`src/rtl/axi_remap_pkg.sv`:
```
// Types and constants shared by the AXI ID-remapper blocks.
// Burst lengths are carried as raw 8-bit awlen values (beats - 1).
package axi_remap_pkg;

    localparam int AXI_LEN_W = 8;

    typedef logic [AXI_LEN_W-1:0] len_t;

    typedef enum logic [1:0] {
        FIXED = 2'b00,
        INCR  = 2'b01,
        WRAP  = 2'b10
    } burst_t;

endpackage

```
`src/rtl/axi_len_fifo.sv`:
```
// Small FIFO of AW burst lengths, one entry per outstanding write burst.
// The head entry describes the burst whose W beats are currently being forwarded.
module axi_len_fifo
    import axi_remap_pkg::*;
#(
    parameter int DEPTH = 4,
    parameter int WIDTH = AXI_LEN_W
) (
    input  logic                     clk,
    input  logic                     rst,
    input  logic                     push,
    input  logic [WIDTH-1:0]         push_data,
    input  logic                     pop,
    output logic                     full,
    output logic                     empty,
    output logic [$clog2(DEPTH):0]   count,
    output logic [WIDTH-1:0]         head
);

    localparam int PTR_W = $clog2(DEPTH);

    logic [WIDTH-1:0] mem [DEPTH];
    logic [PTR_W-1:0] wr_ptr;
    logic [PTR_W-1:0] rd_ptr;
    logic [PTR_W:0]   cnt;

    // Pointers wrap naturally because DEPTH is a power of two.
    always_ff @(posedge clk) begin
        if (rst) begin
            wr_ptr <= '0;
            rd_ptr <= '0;
            cnt    <= '0;
        end else begin
            if (push) begin
                wr_ptr <= wr_ptr + 1'b1;
            end
            if (pop) begin
                rd_ptr <= rd_ptr + 1'b1;
            end
            case ({push, pop})
                2'b10:   cnt <= cnt + 1'b1;
                2'b01:   cnt <= cnt - 1'b1;
                default: cnt <= cnt;
            endcase
        end
    end

    always_ff @(posedge clk) begin
        if (push) begin
            mem[wr_ptr] <= push_data;
        end
    end

    assign full  = (cnt == (PTR_W+1)'(DEPTH));
    assign empty = (cnt == '0);
    assign count = cnt;
    assign head  = mem[rd_ptr];

endmodule

```
`src/rtl/axi_w_gate.sv`:
```
// Write-channel ordering stage: holds W beats until their AW burst has gone
// downstream, regenerates wlast from awlen and flags upstream wlast mismatches.
module axi_w_gate
    import axi_remap_pkg::*;
#(
    parameter int AXI_ADDRESS_W = 32,
    parameter int AXI_DATA_W    = 64,
    parameter int AXI_NUMBYTES  = AXI_DATA_W/8,
    parameter int AXI_USER_W    = 6,
    parameter int AXI_ID_W      = 4,
    parameter int DEPTH         = 4
) (
    input  logic                      clk,
    input  logic                      rst,

    input  logic [AXI_ID_W-1:0]       targ_awid_i,
    input  logic [AXI_ADDRESS_W-1:0]  targ_awaddr_i,
    input  logic [7:0]                targ_awlen_i,
    input  logic [2:0]                targ_awsize_i,
    input  logic [1:0]                targ_awburst_i,
    input  logic                      targ_awlock_i,
    input  logic [3:0]                targ_awcache_i,
    input  logic [2:0]                targ_awprot_i,
    input  logic [3:0]                targ_awregion_i,
    input  logic [AXI_USER_W-1:0]     targ_awuser_i,
    input  logic [3:0]                targ_awqos_i,
    input  logic                      targ_awvalid_i,
    output logic                      targ_awready_o,

    output logic [AXI_ID_W-1:0]       init_awid_o,
    output logic [AXI_ADDRESS_W-1:0]  init_awaddr_o,
    output logic [7:0]                init_awlen_o,
    output logic [2:0]                init_awsize_o,
    output logic [1:0]                init_awburst_o,
    output logic                      init_awlock_o,
    output logic [3:0]                init_awcache_o,
    output logic [2:0]                init_awprot_o,
    output logic [3:0]                init_awregion_o,
    output logic [AXI_USER_W-1:0]     init_awuser_o,
    output logic [3:0]                init_awqos_o,
    output logic                      init_awvalid_o,
    input  logic                      init_awready_i,

    input  logic [AXI_DATA_W-1:0]     targ_wdata_i,
    input  logic [AXI_NUMBYTES-1:0]   targ_wstrb_i,
    input  logic [AXI_USER_W-1:0]     targ_wuser_i,
    input  logic                      targ_wlast_i,
    input  logic                      targ_wvalid_i,
    output logic                      targ_wready_o,

    output logic [AXI_DATA_W-1:0]     init_wdata_o,
    output logic [AXI_NUMBYTES-1:0]   init_wstrb_o,
    output logic [AXI_USER_W-1:0]     init_wuser_o,
    output logic                      init_wlast_o,
    output logic                      init_wvalid_o,
    input  logic                      init_wready_i,

    output logic                      err_wlast_o,
    output logic [$clog2(DEPTH):0]    outstanding_o
);

    logic full;
    logic empty;
    logic aw_hs;
    logic w_hs;
    logic wlast_int;
    len_t head_len;
    len_t beat;
    logic err_wlast_p1;

    axi_len_fifo #(
        .DEPTH (DEPTH),
        .WIDTH (AXI_LEN_W)
    ) u_len_fifo (
        .clk       (clk),
        .rst       (rst),
        .push      (aw_hs),
        .push_data (targ_awlen_i),
        .pop       (w_hs & wlast_int),
        .full      (full),
        .empty     (empty),
        .count     (outstanding_o),
        .head      (head_len)
    );

    assign init_awid_o     = targ_awid_i;
    assign init_awaddr_o   = targ_awaddr_i;
    assign init_awlen_o    = targ_awlen_i;
    assign init_awsize_o   = targ_awsize_i;
    assign init_awburst_o  = targ_awburst_i;
    assign init_awlock_o   = targ_awlock_i;
    assign init_awcache_o  = targ_awcache_i;
    assign init_awprot_o   = targ_awprot_i;
    assign init_awregion_o = targ_awregion_i;
    assign init_awuser_o   = targ_awuser_i;
    assign init_awqos_o    = targ_awqos_i;

    assign init_wdata_o    = targ_wdata_i;
    assign init_wstrb_o    = targ_wstrb_i;
    assign init_wuser_o    = targ_wuser_i;

    assign init_awvalid_o  = targ_awvalid_i & ~full & ~rst;
    assign targ_awready_o  = init_awready_i & ~full & ~rst;
    assign aw_hs           = init_awvalid_o & init_awready_i;

    // W is gated on the registered count, so a burst's beats cannot overtake its AW.
    assign init_wvalid_o   = targ_wvalid_i & ~empty & ~rst;
    assign targ_wready_o   = init_wready_i & ~empty & ~rst;
    assign w_hs            = init_wvalid_o & init_wready_i;

    assign wlast_int       = (beat == head_len) & ~empty;
    assign init_wlast_o    = wlast_int & ~rst;

    // Handshake stage -> beat count and mismatch flag
    always_ff @(posedge clk) begin
        if (rst) begin
            beat         <= '0;
            err_wlast_p1 <= 1'b0;
        end else begin
            err_wlast_p1 <= w_hs & (targ_wlast_i != wlast_int);
            if (w_hs) begin
                beat <= wlast_int ? '0 : beat + 1'b1;
            end
        end
    end

    assign err_wlast_o = err_wlast_p1;

endmodule

```
`config.mk`:
```
export PLATFORM = sky130hd
export DESIGN_NAME = axi_w_gate
export DESIGN_NICKNAME = d
export VERILOG_FILES = /design/src/rtl/axi_remap_pkg.sv /design/src/rtl/axi_len_fifo.sv /design/src/rtl/axi_w_gate.sv
export SDC_FILE = /design/constraint.sdc
export NUM_CORES = 1
export LEC_CHECK = 0
export CAP_MARGIN = 5
export CORE_AREA = 2 2 121 123
export DETAILED_ROUTE_END_ITERATION = 6
export DIE_AREA = 0 0 123 125
export GPL_TIMING_DRIVEN = 0
export PLACE_DENSITY = 0.78
export SLEW_MARGIN = 15
export SYNTH_ARGS = -nofsm -noshare
export SYNTH_HDL_FRONTEND = slang
export SYNTH_SLANG_ARGS = --single-unit
```
`constraint.sdc`:
```
create_clock -name clk -period 7.65 [get_ports clk]
set_input_delay 0.765 -clock clk [delete_from_list [all_inputs] [get_ports clk]]
set_output_delay 0.765 -clock clk [all_outputs]
set_load 0.01 [all_outputs]
```
==> results of run 1 <==
[per-stage QoR]
stage               worst slack (ps)  power (mW)  instances  utilization [%]  hold slack [ps]
CTS                             3770       0.745        705             39.3              501
floorplan                       4480       0.389        341                -              469
finish                          3750       0.739        705             39.3              502
global route                    3540       0.765        705             39.3              522
global placement                4100       0.484        697             38.1              487
detailed placement              4080       0.487        697             38.1              491
[sequential cells by signal, indices dropped and copies added (netlist names), named ones only]
register,flops
u_len_fifo.mem,32
u_len_fifo.wr_ptr,2
beat,8
u_len_fifo.count,3
u_len_fifo.rd_ptr,2
err_wlast_o,1
[power by group through the flow]
stage                     sequential [mW]  combinational, mW  clock [mW]
after floorplan                     0.297             0.0919           0
after global placement              0.297              0.188           0
after detailed placement            0.297              0.190           0
after CTS                           0.291              0.191       0.263
after global routing                0.291              0.201       0.274
final                               0.291              0.188       0.260
[synth_stat cells (2+ instances only)]
cell type and number:
nor4_1 2, inv_1 6, nand3_1 6, a211oi_1 2
o211ai_1 4, or3_1 3, o21ai_0 4, nand2_1 8
nor3_1 5, nand3b_1 3, dfxtp_1 18, and3_1 3
nor2_1 8, a21oi_1 10, mux2_2 3, edfxtp_1 32
xor2_1 5, o31ai_1 4, nor3b_1 5, and2_1 9
buf_4 149, buf_6 2, clkbuf_1 8, mux2i_1 6
nand2b_1 4, ha_1 6, mux4_2 4, xnor2_1 10
[routing by layer]
layer  track usage (%)  wire length (um)  up-vias
li1                  -                 -     1350
met1              13.4              3600     1251
met2              20.2              4620      130
met3              1.82               708        8
met4              2.07                69        0
met5                 0                 0        -
[path summary, 6_finish.rpt]
check	startpoint	end	slack (ps)
max	register	init_wlast_o	3750
min	beat[1]	beat[1]	500
max reg2reg	register	u_len_fifo.count[2]	4170
min reg2reg	beat[1]	beat[1]	500
[logic make-up after synthesis]
kind of cell,count (synthesis),share of synthesized area (%)
xor gates and xnor gates,15,3.80
AOI/OAI and AO/OA,27,4.81
adders and majority gates,7,2.75
buffers and inverters,166,34.6
and+or+nand+nor,63,10.5
DFF,50,38.2
muxes,13,5.32
[area by class of cell]
class	instances	share of cell area, %
sequential	50	23.7
multi-input combinational	125	16.8
buffer	160	21.0
tap	184	4.12
clock buffer	5	2.24
timing repair buffer	172	30.8
inverter	6	0.403
clock inverter	3	0.851
[critical path: stages, from the launching register on]
cell             delay, ps
dfxtp_1                400
buf_6                  190
mux2i_1                280
xnor2_1                170
nor4bb_1                80
nor3_1                 560
clkbuf_1               430
or2_2                  200
nor2_1                  40
clkdlybuf4s50_1        500
==> results.py, run 1 <==
metrics = {
    "power": {
        "intPower_mw": 0.574,
        "power.switching_mw": 0.166,
        "clock_power_share_pct": 35.2,
        "ir_drop_mv": 0.152,
        "p_seq_share_pct": 39.3,
        "power_frac_comb_pct": 25.5,
        "switching_share_pct": 22.4,
        "power_density_nw_per_um2": 132,
        "p_leak_nw": 2.18,
    },
    "worst_hold_path": {
        "hold_path_class": "register to register",
        "hold_depth": 2,
    },
    "final_layout": {
        "layout_commonest_cell": "clkdlybuf4s50_1",
        "syn2layout_area_growth_pct": 61.4,
        "fill_cells": 1396,
        "nNetsFinal": 683,
        "regArea_sq_um": 1320,
        "num_antenna_cells": 0,
        "final_cell_mix": "172 x clkdlybuf4s50_1, 149 x buf_4, 32 x edfxtp_1",
        "multiInputGateArea_sq_um": 941,
        "fin_area_sq_um": 5580,
        "drive_gt1_share_pct": 32.4,
    },
    "place": {
        "io_buffers": 172,
        "gp_routability_congestion": 0.827,
        "place_area_sq_um": 5410,
        "hpwl_um": 7420,
    },
    "yosys": {
        "ys_ff_latch": 50,
        "synth-edff-count": 32,
        "yosysTopAreaCell": "buf_4",
        "synth_area_leaders": "buf_4 32%, edfxtp_1 28%, dfxtp_1 10%",
        "synth_top_area_share_pct": 32.3,
        "yosysWarnings": 0,
        "syn_avg_cell_area_sq_um": 10.1,
        "postSynth.asyncResetShare_pct": 0,
        "ys_seq_area_share_pct": 38.2,
        "syn_nets": 504,
        "synth_cell_types": 40,
        "syn_inst": 341,
        "syn_area_sq_um": 3460,
        "synth_ff_type": "edfxtp_1",
    },
    "routing": {
        "drtAntennaViolNets": 0,
        "drcViolationCount": 0,
        "route.vias.total": 2739,
        "viasPerCell": 3.89,
        "wirelength_um": 8990,
        "wl_per_cell_um": 12.8,
        "dr.first_iter.drc_count": 134,
        "dr.pass1.iters": 4,
    },
    "timing": {
        "maxSlewViolCount": 0,
        "rsz0062_at_grt": "no",
        "clock.fmax_mhz": 256,
        "tightest_slew_ps": 663,
        "finalSetupTns_ps": 0,
        "period_minus_slack_ps": 3900,
        "setup_viol": 0,
        "min_period_over_period_pct": 51.0,
        "hold_viol": 0,
        "relSlewSlack_pct": 55.4,
        "skew_ps": 6.86,
    },
    "floorplan": {
        "ioPinCount": 314,
        "die_x_um": 123,
        "floorplan.rows": 44,
        "dieArea_sq_um": 15400,
        "core-area_sq_um": 14200,
        "start_util_pct": 24.4,
        "die_y_um": 125,
    },
    "global_routing": {
        "antenna_found_initial": 0,
        "grt_pass1_vias": 2688,
        "grt_max_degree": 18,
        "grt_pass1_wl_um": 13600,
        "grt.total_usage_pct": 11.0,
        "grt_overflow": 0,
    },
    "worst_setup_path": {
        "arrival_ps": 3140,
        "cp_max_fo": 10,
        "critPathCaptureType": "output pin",
        "worstRegToRegCells": 13,
        "start_kind": "register",
        "critPathRequiredTime_ps": 6880,
        "crit_type": "register to output pin",
    },
    "cts": {
        "ctsResizeCount": 0,
        "clk_pin_slew_ps": 70,
        "cts_tree": "yes",
        "post_cts_buffers": 0,
        "h-tree-depth": 2,
        "clock_latency_ps": 290,
        "holdBufCountCts": 0,
        "cts_buffers": 5,
        "cts.sinks": 50,
        "clock_path_buffers": 2,
        "cts_root_buf": "clkbuf_16",
    },
    "job": {
        "max-cap-violations": 0,
    },
    "run_status": {
        "status": "completed",
    },
}
No activity file was read; power rests on OpenSTA's default activity.
==> run 2, diff against run 1 <==
- clock period: 7.65 -> 3.9 ns (I/O delays scaled with it)
==> results of run 2 <==
Same layout as run 1 (identical final DEF). Status: completed.
Main changes from that run: setup slack after placement 4080 ps -> 472 ps; setup slack after layout 3750 ps -> 370 ps; register-to-register setup slack 4170 ps -> 420 ps; total power 0.739 mW -> 1.45 mW; worst IR drop on VDD 0.152 mV -> 0.299 mV
